File: config.mk
export PLATFORM = sky130hd
export DESIGN_NAME = eth_mac_filter_multi
export DESIGN_NICKNAME = d
export VERILOG_FILES = /design/src/rtl/eth_mac_filter_multi.sv
export SDC_FILE = /design/constraint.sdc
export NUM_CORES = 1
export LEC_CHECK = 0
export ABC_AREA = 1
export CELL_PAD_IN_SITES_DETAIL_PLACEMENT = 1
export CELL_PAD_IN_SITES_GLOBAL_PLACEMENT = 1
export CORE_AREA = 2 2 230 232
export DETAILED_ROUTE_END_ITERATION = 10
export DIE_AREA = 0 0 232 234
export GPL_ROUTABILITY_DRIVEN = 0
export GPL_TIMING_DRIVEN = 0
export PLACE_DENSITY_LB_ADDON = 0.15
export SETUP_SLACK_MARGIN = 0.1
export SLEW_MARGIN = 30
export SYNTH_ARGS = -nofsm -noshare
export SYNTH_HDL_FRONTEND = slang
export SYNTH_SLANG_ARGS = --single-unit
File: constraint.sdc
create_clock -name CLK -period 28.7 [get_ports CLK]
set_input_delay 2.87 -clock CLK [delete_from_list [all_inputs] [get_ports CLK]]
set_output_delay 2.87 -clock CLK [all_outputs]
set_load 0.02 [all_outputs]
File: src/rtl/eth_mac_filter_multi.sv
// eth_mac_filter_multi: multi-entry MAC stream filter.
// Compares the dst (MAC_OFFSET=0) or src (MAC_OFFSET=6) MAC of each frame on a
// {CKE,FRM,DAT} stream against NUM_ENTRIES runtime-programmable entries and routes
// the frame, delayed by LAT CKE beats, to the FILT or OTHER output.
// Optional: define ETH_MAC_FILTER_CNT_EN to add per-output frame counters.
module eth_mac_filter_multi #(
  parameter int unsigned NUM_ENTRIES = 4,
  parameter int unsigned IDX_W       = 2,
  parameter int unsigned MAC_OFFSET  = 6,
  parameter int unsigned LAT         = 12
) (
  input  logic             CLK,
  input  logic             RST,
  input  logic [9:0]       IN_ETH_STREAM,
  input  logic             CFG_WE,
  input  logic [IDX_W-1:0] CFG_ADDR,
  input  logic [47:0]      CFG_MAC,
  input  logic             CFG_VALID,
  output logic [9:0]       OUT_ETH_STREAM_FILT,
  output logic [9:0]       OUT_ETH_STREAM_OTHER,
  output logic [IDX_W-1:0] OUT_MATCH_IDX
`ifdef ETH_MAC_FILTER_CNT_EN
  ,
  output logic [31:0]      CNT_FILT,
  output logic [31:0]      CNT_OTHER
`endif
);

  localparam int unsigned   PW       = (LAT > 2) ? $clog2(LAT) : 1;
  localparam logic [3:0]    DEC_CNT  = 4'(MAC_OFFSET + 5);
  localparam logic [PW-1:0] PTR_LAST = PW'(LAT - 1);

  logic       in_cke;
  logic       in_frm;
  logic [7:0] in_dat;

  assign in_cke = IN_ETH_STREAM[9];
  assign in_frm = IN_ETH_STREAM[8];
  assign in_dat = IN_ETH_STREAM[7:0];

  logic       sync_q;
  logic       frm_eff;
  logic       beat;
  logic       sof;
  logic [3:0] byte_cnt;

  // Frames seen before the first idle beat after reset are ignored entirely.
  assign frm_eff = in_frm & sync_q;
  assign beat    = in_cke & frm_eff;
  assign sof     = beat & (byte_cnt == 4'd0);

  // Sync flag: set on the first idle CKE beat after reset.
  always_ff @(posedge CLK) begin
    if (RST)
      sync_q <= 1'b0;
    else if (in_cke && !in_frm)
      sync_q <= 1'b1;
  end

  // Byte counter: position of the current byte within the frame, saturating.
  always_ff @(posedge CLK) begin
    if (RST)
      byte_cnt <= 4'd0;
    else if (in_cke) begin
      if (!frm_eff)
        byte_cnt <= 4'd0;
      else if (byte_cnt != 4'hF)
        byte_cnt <= byte_cnt + 4'd1;
    end
  end

  // ---------------------------------------------------------------- tables
  logic [47:0]            shd_mac [NUM_ENTRIES];
  logic [NUM_ENTRIES-1:0] shd_vld;
  logic [47:0]            act_mac [NUM_ENTRIES];
  logic [NUM_ENTRIES-1:0] act_vld;

  // Shadow table MAC storage, written by the configuration port.
  always_ff @(posedge CLK) begin
    for (int unsigned i = 0; i < NUM_ENTRIES; i++)
      if (CFG_WE && (CFG_ADDR == IDX_W'(i)))
        shd_mac[i] <= CFG_MAC;
  end

  // Shadow table valid bits.
  always_ff @(posedge CLK) begin
    if (RST)
      shd_vld <= '0;
    else
      for (int unsigned i = 0; i < NUM_ENTRIES; i++)
        if (CFG_WE && (CFG_ADDR == IDX_W'(i)))
          shd_vld[i] <= CFG_VALID;
  end

  // Active table: snapshot of the shadow taken at each frame start (pre-write value).
  always_ff @(posedge CLK) begin
    if (RST)
      act_vld <= '0;
    else if (sof)
      act_vld <= shd_vld;
  end

  // Active table MAC snapshot.
  always_ff @(posedge CLK) begin
    if (sof)
      for (int unsigned i = 0; i < NUM_ENTRIES; i++)
        act_mac[i] <= shd_mac[i];
  end

  // ------------------------------------------------------------ comparison
  function automatic logic [7:0] mac_byte(input logic [47:0] mac, input logic [2:0] k);
    case (k)
      3'd0:    return mac[47:40];
      3'd1:    return mac[39:32];
      3'd2:    return mac[31:24];
      3'd3:    return mac[23:16];
      3'd4:    return mac[15:8];
      default: return mac[7:0];
    endcase
  endfunction

  int                     rel;
  logic                   in_rng;
  logic [2:0]             kidx;
  logic [NUM_ENTRIES-1:0] match_q;
  logic [NUM_ENTRIES-1:0] match_n;
  logic                   base;
  logic [47:0]            emac;

  // Per-entry match update; at frame start the table being copied is used directly.
  always_comb begin
    rel     = int'({28'd0, byte_cnt}) - int'(MAC_OFFSET);
    in_rng  = (rel >= 0) && (rel <= 5);
    kidx    = rel[2:0];
    match_n = '0;
    base    = 1'b0;
    emac    = '0;
    for (int unsigned i = 0; i < NUM_ENTRIES; i++) begin
      base       = (byte_cnt == 4'd0) ? shd_vld[i] : match_q[i];
      emac       = (byte_cnt == 4'd0) ? shd_mac[i] : act_mac[i];
      match_n[i] = base & ~(in_rng & (in_dat != mac_byte(emac, kidx)));
    end
  end

  // Per-entry match bits, advanced on frame beats.
  always_ff @(posedge CLK) begin
    if (RST)
      match_q <= '0;
    else if (beat)
      match_q <= match_n;
  end

  logic [IDX_W-1:0] hit_idx;
  logic             hit_found;

  // Lowest-index matching entry.
  always_comb begin
    hit_idx   = '0;
    hit_found = 1'b0;
    for (int unsigned i = 0; i < NUM_ENTRIES; i++)
      if (match_n[i] && !hit_found) begin
        hit_idx   = IDX_W'(i);
        hit_found = 1'b1;
      end
  end

  // ---------------------------------------------------------- decision queue
  // The verdict is only known MAC_OFFSET+5 beats into a frame (or at a runt's end),
  // but must be applied from the first delayed byte. Verdicts are queued in frame
  // order and popped when the delayed start-of-frame leaves the delay line; since
  // LAT >= MAC_OFFSET+6 the verdict is always queued before it is needed.
  logic             dec_full;
  logic             dec_runt;
  logic             push;
  logic             push_m;
  logic [IDX_W-1:0] push_idx;

  assign dec_full = beat & (byte_cnt == DEC_CNT);
  assign dec_runt = in_cke & ~frm_eff & (byte_cnt != 4'd0) & (byte_cnt <= DEC_CNT);
  assign push     = dec_full | dec_runt;
  assign push_m   = dec_full & hit_found;
  assign push_idx = push_m ? hit_idx : '0;

  logic             dq_m   [LAT];
  logic [IDX_W-1:0] dq_idx [LAT];
  logic [PW-1:0]    wr_ptr;
  logic [PW-1:0]    rd_ptr;
  logic             pop;

  // Decision queue storage.
  always_ff @(posedge CLK) begin
    if (push) begin
      dq_m[wr_ptr]   <= push_m;
      dq_idx[wr_ptr] <= push_idx;
    end
  end

  // ------------------------------------------------------------ delay line
  logic [LAT-1:0] dl_frm;
  logic [LAT-1:0] dl_sof;
  logic [7:0]     dl_dat [LAT];

  // FRM/start/DAT delay line, shifted on CKE beats.
  always_ff @(posedge CLK) begin
    if (RST) begin
      dl_frm <= '0;
      dl_sof <= '0;
      for (int unsigned i = 0; i < LAT; i++)
        dl_dat[i] <= '0;
    end else if (in_cke) begin
      dl_frm    <= {dl_frm[LAT-2:0], frm_eff};
      dl_sof    <= {dl_sof[LAT-2:0], sof};
      dl_dat[0] <= in_dat;
      for (int unsigned i = 1; i < LAT; i++)
        dl_dat[i] <= dl_dat[i-1];
    end
  end

  assign pop = in_cke & dl_frm[LAT-1] & dl_sof[LAT-1];

  logic             cur_m;
  logic [IDX_W-1:0] cur_idx;
  logic             route_m;
  logic [IDX_W-1:0] route_idx;

  // Queue pointers and the verdict held for the frame currently leaving the delay.
  always_ff @(posedge CLK) begin
    if (RST) begin
      wr_ptr  <= '0;
      rd_ptr  <= '0;
      cur_m   <= 1'b0;
      cur_idx <= '0;
    end else begin
      if (push)
        wr_ptr <= (wr_ptr == PTR_LAST) ? '0 : wr_ptr + PW'(1);
      if (pop) begin
        cur_m   <= dq_m[rd_ptr];
        cur_idx <= dq_idx[rd_ptr];
        rd_ptr  <= (rd_ptr == PTR_LAST) ? '0 : rd_ptr + PW'(1);
      end
    end
  end

  // Routing: start-of-frame takes the queue head, later bytes the held verdict.
  always_comb begin
    route_m   = cur_m;
    route_idx = cur_idx;
    if (dl_sof[LAT-1]) begin
      route_m   = dq_m[rd_ptr];
      route_idx = dq_idx[rd_ptr];
    end
  end

  // Output registers; CKE is the registered input CKE, undelayed.
  always_ff @(posedge CLK) begin
    if (RST) begin
      OUT_ETH_STREAM_FILT  <= '0;
      OUT_ETH_STREAM_OTHER <= '0;
      OUT_MATCH_IDX        <= '0;
    end else begin
      OUT_ETH_STREAM_FILT  <= {in_cke, dl_frm[LAT-1] &  route_m, dl_dat[LAT-1]};
      OUT_ETH_STREAM_OTHER <= {in_cke, dl_frm[LAT-1] & ~route_m, dl_dat[LAT-1]};
      if (dl_frm[LAT-1])
        OUT_MATCH_IDX <= route_idx;
    end
  end

`ifdef ETH_MAC_FILTER_CNT_EN
  logic filt_frm_q;
  logic other_frm_q;

  // Frame counters: one count per FRM falling edge at each output.
  always_ff @(posedge CLK) begin
    if (RST) begin
      filt_frm_q  <= 1'b0;
      other_frm_q <= 1'b0;
      CNT_FILT    <= '0;
      CNT_OTHER   <= '0;
    end else begin
      filt_frm_q  <= OUT_ETH_STREAM_FILT[8];
      other_frm_q <= OUT_ETH_STREAM_OTHER[8];
      if (filt_frm_q && !OUT_ETH_STREAM_FILT[8])
        CNT_FILT <= CNT_FILT + 32'd1;
      if (other_frm_q && !OUT_ETH_STREAM_OTHER[8])
        CNT_OTHER <= CNT_OTHER + 32'd1;
    end
  end
`else
  // Frame counters not built.
`endif

endmodule

==> flow_metrics.tcl, run 1 <==
set metrics [dict create \
    synth_cell_types 33 \
    tns_ns 0 \
    cp_cell_sequence "clkdlybuf4s50_1 -> inv_1 -> nor2_1 -> inv_1 -> nor4_1 -> inv_1 -> nand2_1 -> inv_1 -> clkbuf_1 -> nor3_1" \
    crit_type "in2reg" \
    firstDrtPassIters 5 \
    final_cell_mix "685 x nand2_1, 516 x edfxtp_1, 211 x inv_1" \
    first_global_vias 17400 \
    synth_ff_type "edfxtp_1" \
    ys_ff_latch 581 \
    final_area_um2 27900 \
    die_y_um 234 \
    postLayoutSetupSlackWorst_ns 23.50 \
    synth_cells 2155 \
    grt_max_degree 46 \
    worst_pin_slew_ns 0.935 \
    cts_tree "done" \
    crit_fanout 10 \
    io-pin-count 86 \
    crit_arrival_ns 5.46 \
    n_fill_cell 5540 \
    fp-row-count 84 \
    dpl_cell_area_um2 25900 \
    vias 16200 \
    postSynth.asyncResetShare_pct 0 \
    holdBufCountCts 0 \
    max_stage_delay_ns 0.57 \
    cp_common_cell "inv_1" \
    synth_edf_count 516 \
    layout.nets 2421 \
    drtIter0Drc 1166 \
    cap_violations 0 \
    cts_sinks 581 \
    h-tree-depth 2 \
    min_path_type "reg2reg" \
    rsz0062_at_grt "no" \
    syn_nets 2231 \
    fin_crit_ns 5.20 \
    layout_commonest_cell "nand2_1" \
    dp_hpwl_um 46300 \
    status "finished, final reports clean" \
    grt_pass1_wl_um 101000 \
    clock_skew_ns 0.0264 \
    slew_headroom_pct 37.6 \
    seq_area_um2 16800 \
    cts_post_setup_buffers_inserted 0 \
    hold_violations 0 \
    core_um2 52000 \
    slowest_stage "clkdlybuf4s50_1" \
    viasPerCell 5.25 \
    fin_util_pct 53.7 \
    die_w_um 232 \
    drt-wirelength-per-cell_um 21.4 \
    cts_resized 0 \
    areaGrowthSynthToFinish_pct 18.1 \
    syn_area_um2 23600 \
    clock.fmax_mhz 192 \
    n_antenna_cell 0 \
    syn_area_per_cell_um2 11.0 \
    die_area_um2 54300 \
    antenna_left 0 \
    wl_um 66100 \
    synth-warning-count 0 \
    powerDensity_nw_per_um2 66.8 \
    drive_gt1_share_pct 8.93 \
    setup_violations 0 \
    antenna_found_initial 0 \
    leakage_nw 11.0 \
    start_kind "input pin" \
    clkLatencyLatePin_ns 0.64 \
    ys_seq_area_share_pct 71.1 \
    grt-ovfl-total 0 \
    ir_worst_vdd_mv 0.0539 \
    place_ws_ns 22.88 \
    final_max_slew_viol_count 0 \
    drc 0 \
    initial_core_util_pct 45.4 \
    crit_required_ns 28.96 \
    cp-end-kind "flop" \
    portBuffers 84 \
    cts.clk_slew.worst_paths_ns 0.06 \
    clockRootBuffer "clkbuf_16" \
    cts_buffers 61 \
    fin_crit_sh_pct 18.1 \
    multi_input_area_um2 5420 \
    power_mw 1.87 \
    grtUsageTotal_pct 25.0 \
    cts_buffer_depth 3 \
]
## per-stage QoR
step | instances | hold WS [ns]
2_1_floorplan | 2155 | 0.418
3_3_place_gp | 2927 | 0.427
3_5_place_dp | 2970 | 0.429
4_1_cts | 3084 | 0.443
5_1_grt | 3084 | 0.451
6_report | 3084 | 0.440
## Yosys cell counts, types with 2 or more instances
cell type,n,area share [%]
a21oi_1,62,1.3
buf_2,24,0.51
buf_4,23,0.73
buf_6,15,0.71
clkbuf_1,34,0.54
clkinv_1,12,0.19
dfxtp_1,65,5.5
edfxtp_1,516,66
ha_1,12,0.64
inv_1,211,3.4
inv_2,6,0.095
mux2i_1,9,0.38
nand2_1,685,11
nand3_1,164,3.5
nand4_1,2,0.053
nor2_1,200,3.2
nor2_4,2,0.095
nor3_1,18,0.38
o211ai_1,9,0.29
o21ai_0,46,0.97
o22ai_1,22,0.58
or2_2,5,0.13
xor2_1,3,0.11
## worst max-delay path: cells and delay by family
| family | cells | cell delay (ns) |
|---|---|---|
| buffers and inverters | 6 | 1.31 |
| AND/OR/NAND/NOR | 4 | 1.27 |
## routing by layer
metal	vias up	track usage (%)	wire (µm)	share of wire [%]
li1	7528	-	-	-
met1	8062	30.3	26600	40
met2	433	43.3	32700	49
met3	169	4.50	3650	5.5
met4	0	12.1	3200	4.8
met5	-	0	0	0
## layout make-up
cell class / count / share of cell area [%]
clock inverters: 29 / 1.12
inverters: 229 / 3.08
multi-input cells: 1249 / 19.4
flip-flops and latches: 581 / 60.2
clock buffers: 85 / 6.09
plain buffers: 96 / 2.12
well taps: 688 / 3.08
repair buffers: 127 / 4.93
## cells by family after synthesis
family,after synthesis,synth area share (%)
adders and majority gates,12,0.635
AOI/OAI and AO/OA,144,3.30
DFF,581,71.1
xor gates and xnor gates,3,0.111
muxes,9,0.381
buffers and inverters,325,6.13
and+or+nand+nor,1081,18.4
## worst paths after layout
path                            endpoint  slack [ns]             start  cells past startpoint
setup / recovery                 dq_m[5]       23.50  IN_ETH_STREAM[9]                     10
setup reg to reg            dq_idx[6][1]       24.37       byte_cnt[1]                     21
hold / removal    OUT_ETH_STREAM_FILT[0]        0.44     dl_dat[2][24]                      2
hold reg to reg   OUT_ETH_STREAM_FILT[0]        0.44     dl_dat[2][24]                      2
## registers in the layout, summed over array words and instances (netlist names), 4 cells and up, named ones only
name                 cells
OUT_ETH_STREAM_FILT     10
act_mac                192
byte_cnt                 4
dl_dat                  96
dl_frm                  12
dl_sof                  12
dq_idx                  24
dq_m                    12
match_q                  4
rd_ptr                   4
shd_mac                192
shd_vld                  4
wr_ptr                   4
## power by group
part,switching [mW],leakage [nW],internal (mW)
combinational,0.0708,4.54,0.0349
clock,0.331,0.985,0.466
sequential,0.0117,5.43,0.952
Power figures use the tool's default switching activity.
==> run 2, diff against run 1 <==
==> constraint.sdc (replaced) <==
create_clock -name CLK -period 5.45 [get_ports CLK]
set_input_delay 0.545 -clock CLK [delete_from_list [all_inputs] [get_ports CLK]]
set_output_delay 0.545 -clock CLK [all_outputs]
set_load 0.02 [all_outputs]
==> run 2 against run 1 <==
Net effect: utilization about the same; via count down 1.1%; highest routed layer unchanged; register-to-register slack worse by 23 ns; sequential share of layout area about the same; total power rose to 5.2 times the previous value; sequential cell count unchanged; clock power rose to 5.2 times the previous value; largest power group unchanged; non-clock buffer count up 1; routed wire length down 1.2%.
==> flow_metrics.tcl, run 2 (same netlist as run 1, synthesis figures left out) <==
set metrics [dict create \
    io-pin-count 86 \
    p_int_mw 7.65 \
    vias 16000 \
    crit_required_ns 5.74 \
    min_to "act_mac[1][31]" \
    power_mw 9.79 \
    fin_crit_ns 4.40 \
    layout_commonest_cell "nand2_1" \
    clock_skew_ns 0.0464 \
    cts_tree "done" \
    initial_core_util_pct 45.4 \
    crit_fanout 12 \
    grt_max_degree 50 \
    grt-ovfl-total 0 \
    ff2ff_setup_slack_ns 1.05 \
    hold_violations 0 \
    slowest_stage "clkbuf_1" \
    final_area_um2 27900 \
    ir_worst_vdd_mv 0.259 \
    rsz0062_at_grt "no" \
    slew_headroom_pct 30.7 \
    n_antenna_cell 0 \
    clock_power_share_pct 42.5 \
    p_sw_share_pct 21.9 \
    place_ws_ns 1.18 \
    clockRootBuffer "clkbuf_16" \
    crit_type "reg2reg" \
    fin_crit_sh_pct 80.7 \
    cp_cell_sequence "inv_1 -> ha_1 -> buf_4 -> clkbuf_1 -> nand3_1 -> nand2_1 -> nor2_1 -> nand2_1 -> nand2_1 -> nand2_1 -> nand2_1 -> nand2_1 -> nand2_1 -> nor2_1 -> nand2_1 -> nand2_1 -> nand2_1 -> nand2_1 -> o21ai_1 -> nor2_1" \
    wl_um 65300 \
    h-tree-depth 2 \
    ff2ff_path_depth 20 \
    cts_post_setup_buffers_inserted 0 \
    cts_sinks 581 \
    portBuffers 84 \
    clock.fmax_mhz 227 \
    largestRegisters "act_mac: 192 flops, shd_mac: 192 flops, dl_dat: 96 flops" \
    setup_violations 0 \
    leakage_nw 10.9 \
    r2r_end "dq_idx[6][0]" \
    fin_util_pct 53.7 \
    place_inst 2971 \
    final_cell_count_no_fill 3084 \
    cts.clk_slew.worst_paths_ns 0.06 \
    cts_resized 0 \
    cap_violations 0 \
    drtIter0Drc 1252 \
    n_fill_cell 5525 \
    min_path_type "reg2reg" \
    fp-row-count 84 \
    viasPerCell 5.19 \
    final_max_slew_viol_count 0 \
    die_area_um2 54300 \
    powerDensity_nw_per_um2 351 \
    antenna_found_initial 0 \
    cp_common_cell "nand2_1" \
    clkLatencyLatePin_ns 0.64 \
    antenna_left 0 \
    final_cell_mix "685 x nand2_1, 516 x edfxtp_1, 211 x inv_1" \
    firstDrtPassIters 5 \
    dpl_cell_area_um2 25900 \
    switchingPower_mw 2.14 \
    areaGrowthSynthToFinish_pct 18.1 \
    timing.rr.start "byte_cnt[1]" \
    first_global_vias 16800 \
    drc 0 \
    die_w_um 232 \
    combPwrFrac_pct 5.7 \
    max_stage_delay_ns 0.80 \
    crit_arrival_ns 4.69 \
    worst_pin_slew_ns 1.04 \
    cts_buffer_depth 3 \
    start_kind "flop" \
    holdBufCountCts 0 \
    grtUsageTotal_pct 24.5 \
    core_um2 52000 \
    dp_hpwl_um 45900 \
    seqPwrFrac_pct 51.8 \
    die_y_um 234 \
    cp-end-kind "flop" \
    drt-wirelength-per-cell_um 21.2 \
    drive_gt1_share_pct 8.85 \
    postLayoutSetupSlackWorst_ns 1.05 \
    status "finished, final reports clean" \
    grt_pass1_wl_um 99200 \
    hp-start "shd_mac[1][31]" \
    layout.nets 2421 \
    whs_path_depth 0 \
    cts_buffers 60 \
]
-- run 2: cell count changes in the layout (fill, tap and decap cells not counted), sizes merged --
cell	before	now
bufinv	6	7
clkinv	33	31
buf	105	106
inv	218	217
clkinvlp	1	2
-- run 2: layout make-up --
cell class | instances | area (µm²) | area share [%]
Tap cell | 688 | 861 | 3.08
Multi-Input combinational cell | 1249 | 5420 | 19.4
Inverter | 229 | 860 | 3.08
Clock buffer | 85 | 1670 | 5.97
Timing Repair Buffer | 128 | 1410 | 5.04
Sequential cell | 581 | 16800 | 60.1
Buffer | 96 | 593 | 2.12
Clock inverter | 28 | 320 | 1.15
-- run 2: critical path, delay by kind of cell, from the launching register on --
family	cells	cell delay, ns
simple gates	15	2.17
fa+ha+maj	1	0.19
flops	1	0.39
buf+inv	3	1.19
compound gates	1	0.10
-- run 2: per-stage QoR --
| stage | setup TNS (ns) | hold WS (ns) |
|---|---|---|
| after detailed placement | 0 | 0.434 |
| after CTS | 0 | 0.443 |
| final | 0 | 0.445 |
| after global routing | 0 | 0.451 |
| after floorplan | 0 | 0.418 |
| after global placement | -730.07 | 0.427 |
-- run 2: power by group through the flow --
stage,sequential (mW),clock [mW],combinational [mW]
after floorplan,5.16,0,0.277
after global placement,5.18,0,0.504
after detailed placement,5.17,0,0.556
after CTS,5.07,4.23,0.561
after global routing,5.09,4.39,0.613
final,5.07,4.16,0.556
-- run 2: worst max path at each step --
stage | start | end | slack (ns)
2_1_floorplan | CFG_ADDR[1] | shd_vld[0] | 0.91
3_3_place_gp | CFG_ADDR[0] | shd_vld[1] | -2.87
3_5_place_dp | byte_cnt[1] | dq_idx[5][1] | 1.18
4_1_cts | byte_cnt[1] | dq_idx[6][1] | 1.11
5_1_grt | byte_cnt[0] | dq_idx[6][1] | 0.87
6_report | byte_cnt[1] | dq_idx[6][0] | 1.05
-- run 2: per-layer routing --
layer	routed length [µm]	track usage (%)	share of wire, %
met1	27000	30.6	41
met4	1990	8.37	3.0
met2	33300	44.0	51
met5	0	0	0
met3	3100	3.08	4.7
==> RTL change (config.mk and constraints of run 2) <==
`NUM_ENTRIES`: 4 -> 2.
--- a/src/rtl/eth_mac_filter_multi.sv
+++ b/src/rtl/eth_mac_filter_multi.sv
@@ -5,5 +5,5 @@
 // Optional: define ETH_MAC_FILTER_CNT_EN to add per-output frame counters.
 module eth_mac_filter_multi #(
-  parameter int unsigned NUM_ENTRIES = 4,
+  parameter int unsigned NUM_ENTRIES = 2,
   parameter int unsigned IDX_W       = 2,
   parameter int unsigned MAC_OFFSET  = 6,
Behaviour: no difference found for any inputs over 10 cycles, from zero or initial values and one cycle with RST high; that may be too few to reach the edited logic, so the function may still have changed.
==> RTL change against run 2 <==
  * Area after synthesis down 37%
  * Utilization down 18 points
  * Setup slack better by 0.48 ns
  * Total power down 33%
  * Final area down 34%
  * Routed wire length down 42%
  * Clock power down 29%
  * Sequential share of layout area down 3.3 points
  * Hold slack worse by 0.017 ns
  * Combinational power down 26%
  * Sequential cell count down 210
  * Largest cell class unchanged
==> RTL change: results (changes against run 2) <==
yosysUniqueCellTypes: 35  # +6.1%
drtPass1Iterations: 4  # -1
hold_viol_final: 0  # unchanged
critPathSlowestCell: "nor2_1"
synth_common_cells: "312 x edfxtp_1, 259 x nand2_1, 186 x inv_1"
hpwl_um: 27000  # -41%
groute.usage.overall_pct: 14.3  # -10 points
cts_made_buffers: 44  # -27%
grt_max_degree: 28  # -44%
clock_latency_ns: 0.57  # -0.07 ns
dr_total_vias: 9762  # -39%
clock_path_buffers: 3  # unchanged
cts_htree_levels: 2  # unchanged
max-slew-margin-rel_pct: 48.6  # +18 points
peakVddDrop_mv: 0.231  # -11%
grt_pass1_vias: 10082  # -40%
placed_area_sq_um: 17100  # -34%
yosysSeqAreaShare_pct: 70.3  # -0.75 points
drt_iter0_markers: 561  # -55%
postCtsSetupRepairBufs: 0  # unchanged
async_flop_share_pct: 0  # unchanged
cpPeakStageDelay_ns: 0.60  # -0.20 ns
synth_nets: 1425  # -36%
synth_area_leaders: "edfxtp_1 62%, dfxtp_1 7.9%, nand2_1 6.5%, inv_1 4.7%, nand3_1 4.2%"
crit_arrival_ns: 4.18  # -0.51 ns
path_max_fanout: 12  # unchanged
synth-edff-count: 312  # -40%
crit_family: "simple AND/OR/NAND/NOR gates"
antenna-diode-count: 0  # unchanged
largestRegisters: "act_mac x96, dl_dat x96, shd_mac x96"
yosysWarnings: 0  # unchanged
drt-total-wl_um: 38100  # -42%
p_leak_nw: 7.15  # -35%
grt_pass1_wl_um: 58900  # -41%
nNetsFinal: 1574  # -35%
drive_above_1_share_pct: 9.58  # +0.73 points
postCtsResizedCells: 0  # unchanged
cts-root-buf: "clkbuf_16"
outcome: "finished clean"
finClkSkew_ns: 0.0263  # -0.0201 ns
RTL change: report_power, final:
group / switching (W) / total [W] / leakage (nW) / internal, W
clock: 0.00117 / 0.00294 / 0.705 / 0.00177
sequential: 0.0000396 / 0.00322 / 3.55 / 0.00318
combinational: 0.000257 / 0.000413 / 2.90 / 0.000156
total: 0.00146 / 0.00657 / 7.15 / 0.00511
RTL change: layout make-up:
type / instances / area, sq um
clock inverter: 19 / 174
sequential: 371 / 10600
timing repair buffer: 103 / 1210
inverter: 197 / 739
clock buffer: 63 / 1280
multi-input combinational: 719 / 3380
tap: 688 / 861
buffer: 62 / 362
fill: 5660 / 33500
RTL change: metrics by stage:
step / instances / hold WS, ns / power (W) / setup slack, ns / TNS [ns]
after floorplan: 1349 / 0.418 / 0.00350 / 0.712 / 0
after global placement: 2121 / 0.422 / 0.00368 / -3.08 / -312.14
after detailed placement: 2140 / 0.433 / 0.00371 / 1.50 / 0
after CTS: 2222 / 0.431 / 0.00668 / 1.46 / 0
after global routing: 2222 / 0.454 / 0.00685 / 1.22 / 0
final: 2222 / 0.428 / 0.00657 / 1.53 / 0
RTL change: path summary, 6_finish.rpt:
kind                        end  slack (ns)     startpoint  depth (start not counted)
setup / recovery   dq_idx[8][0]        1.53    byte_cnt[1]                         18
hold / removal    act_mac[0][7]        0.43  shd_mac[0][7]                          0
setup reg to reg   dq_idx[8][0]        1.53    byte_cnt[1]                         18
hold reg to reg   act_mac[0][7]        0.43  shd_mac[0][7]                          0
RTL change: cells by family (layout without fill, tap and decap cells):
kind of cell / Yosys count / after routing / synth area share, %
muxes: 6 / 6 / 0.400
DFF: 371 / 371 / 70.3
and+or+nand+nor: 586 / 586 / 16.5
buffers and inverters: 259 / 444 / 7.33
other: 1 / 1 / 0.0250
xor gates and xnor gates: 3 / 3 / 0.175
adders and majority gates: 12 / 12 / 1.00
AOI/OAI and AO/OA: 111 / 111 / 4.24
RTL change: metal layers:
metal	wire [um]	global-route usage, %	vias up
met5	0	0	-
met4	1060	4.99	0
met3	1210	2.20	61
met2	18000	23.8	149
met1	17800	19.1	4763
li1	-	-	4789
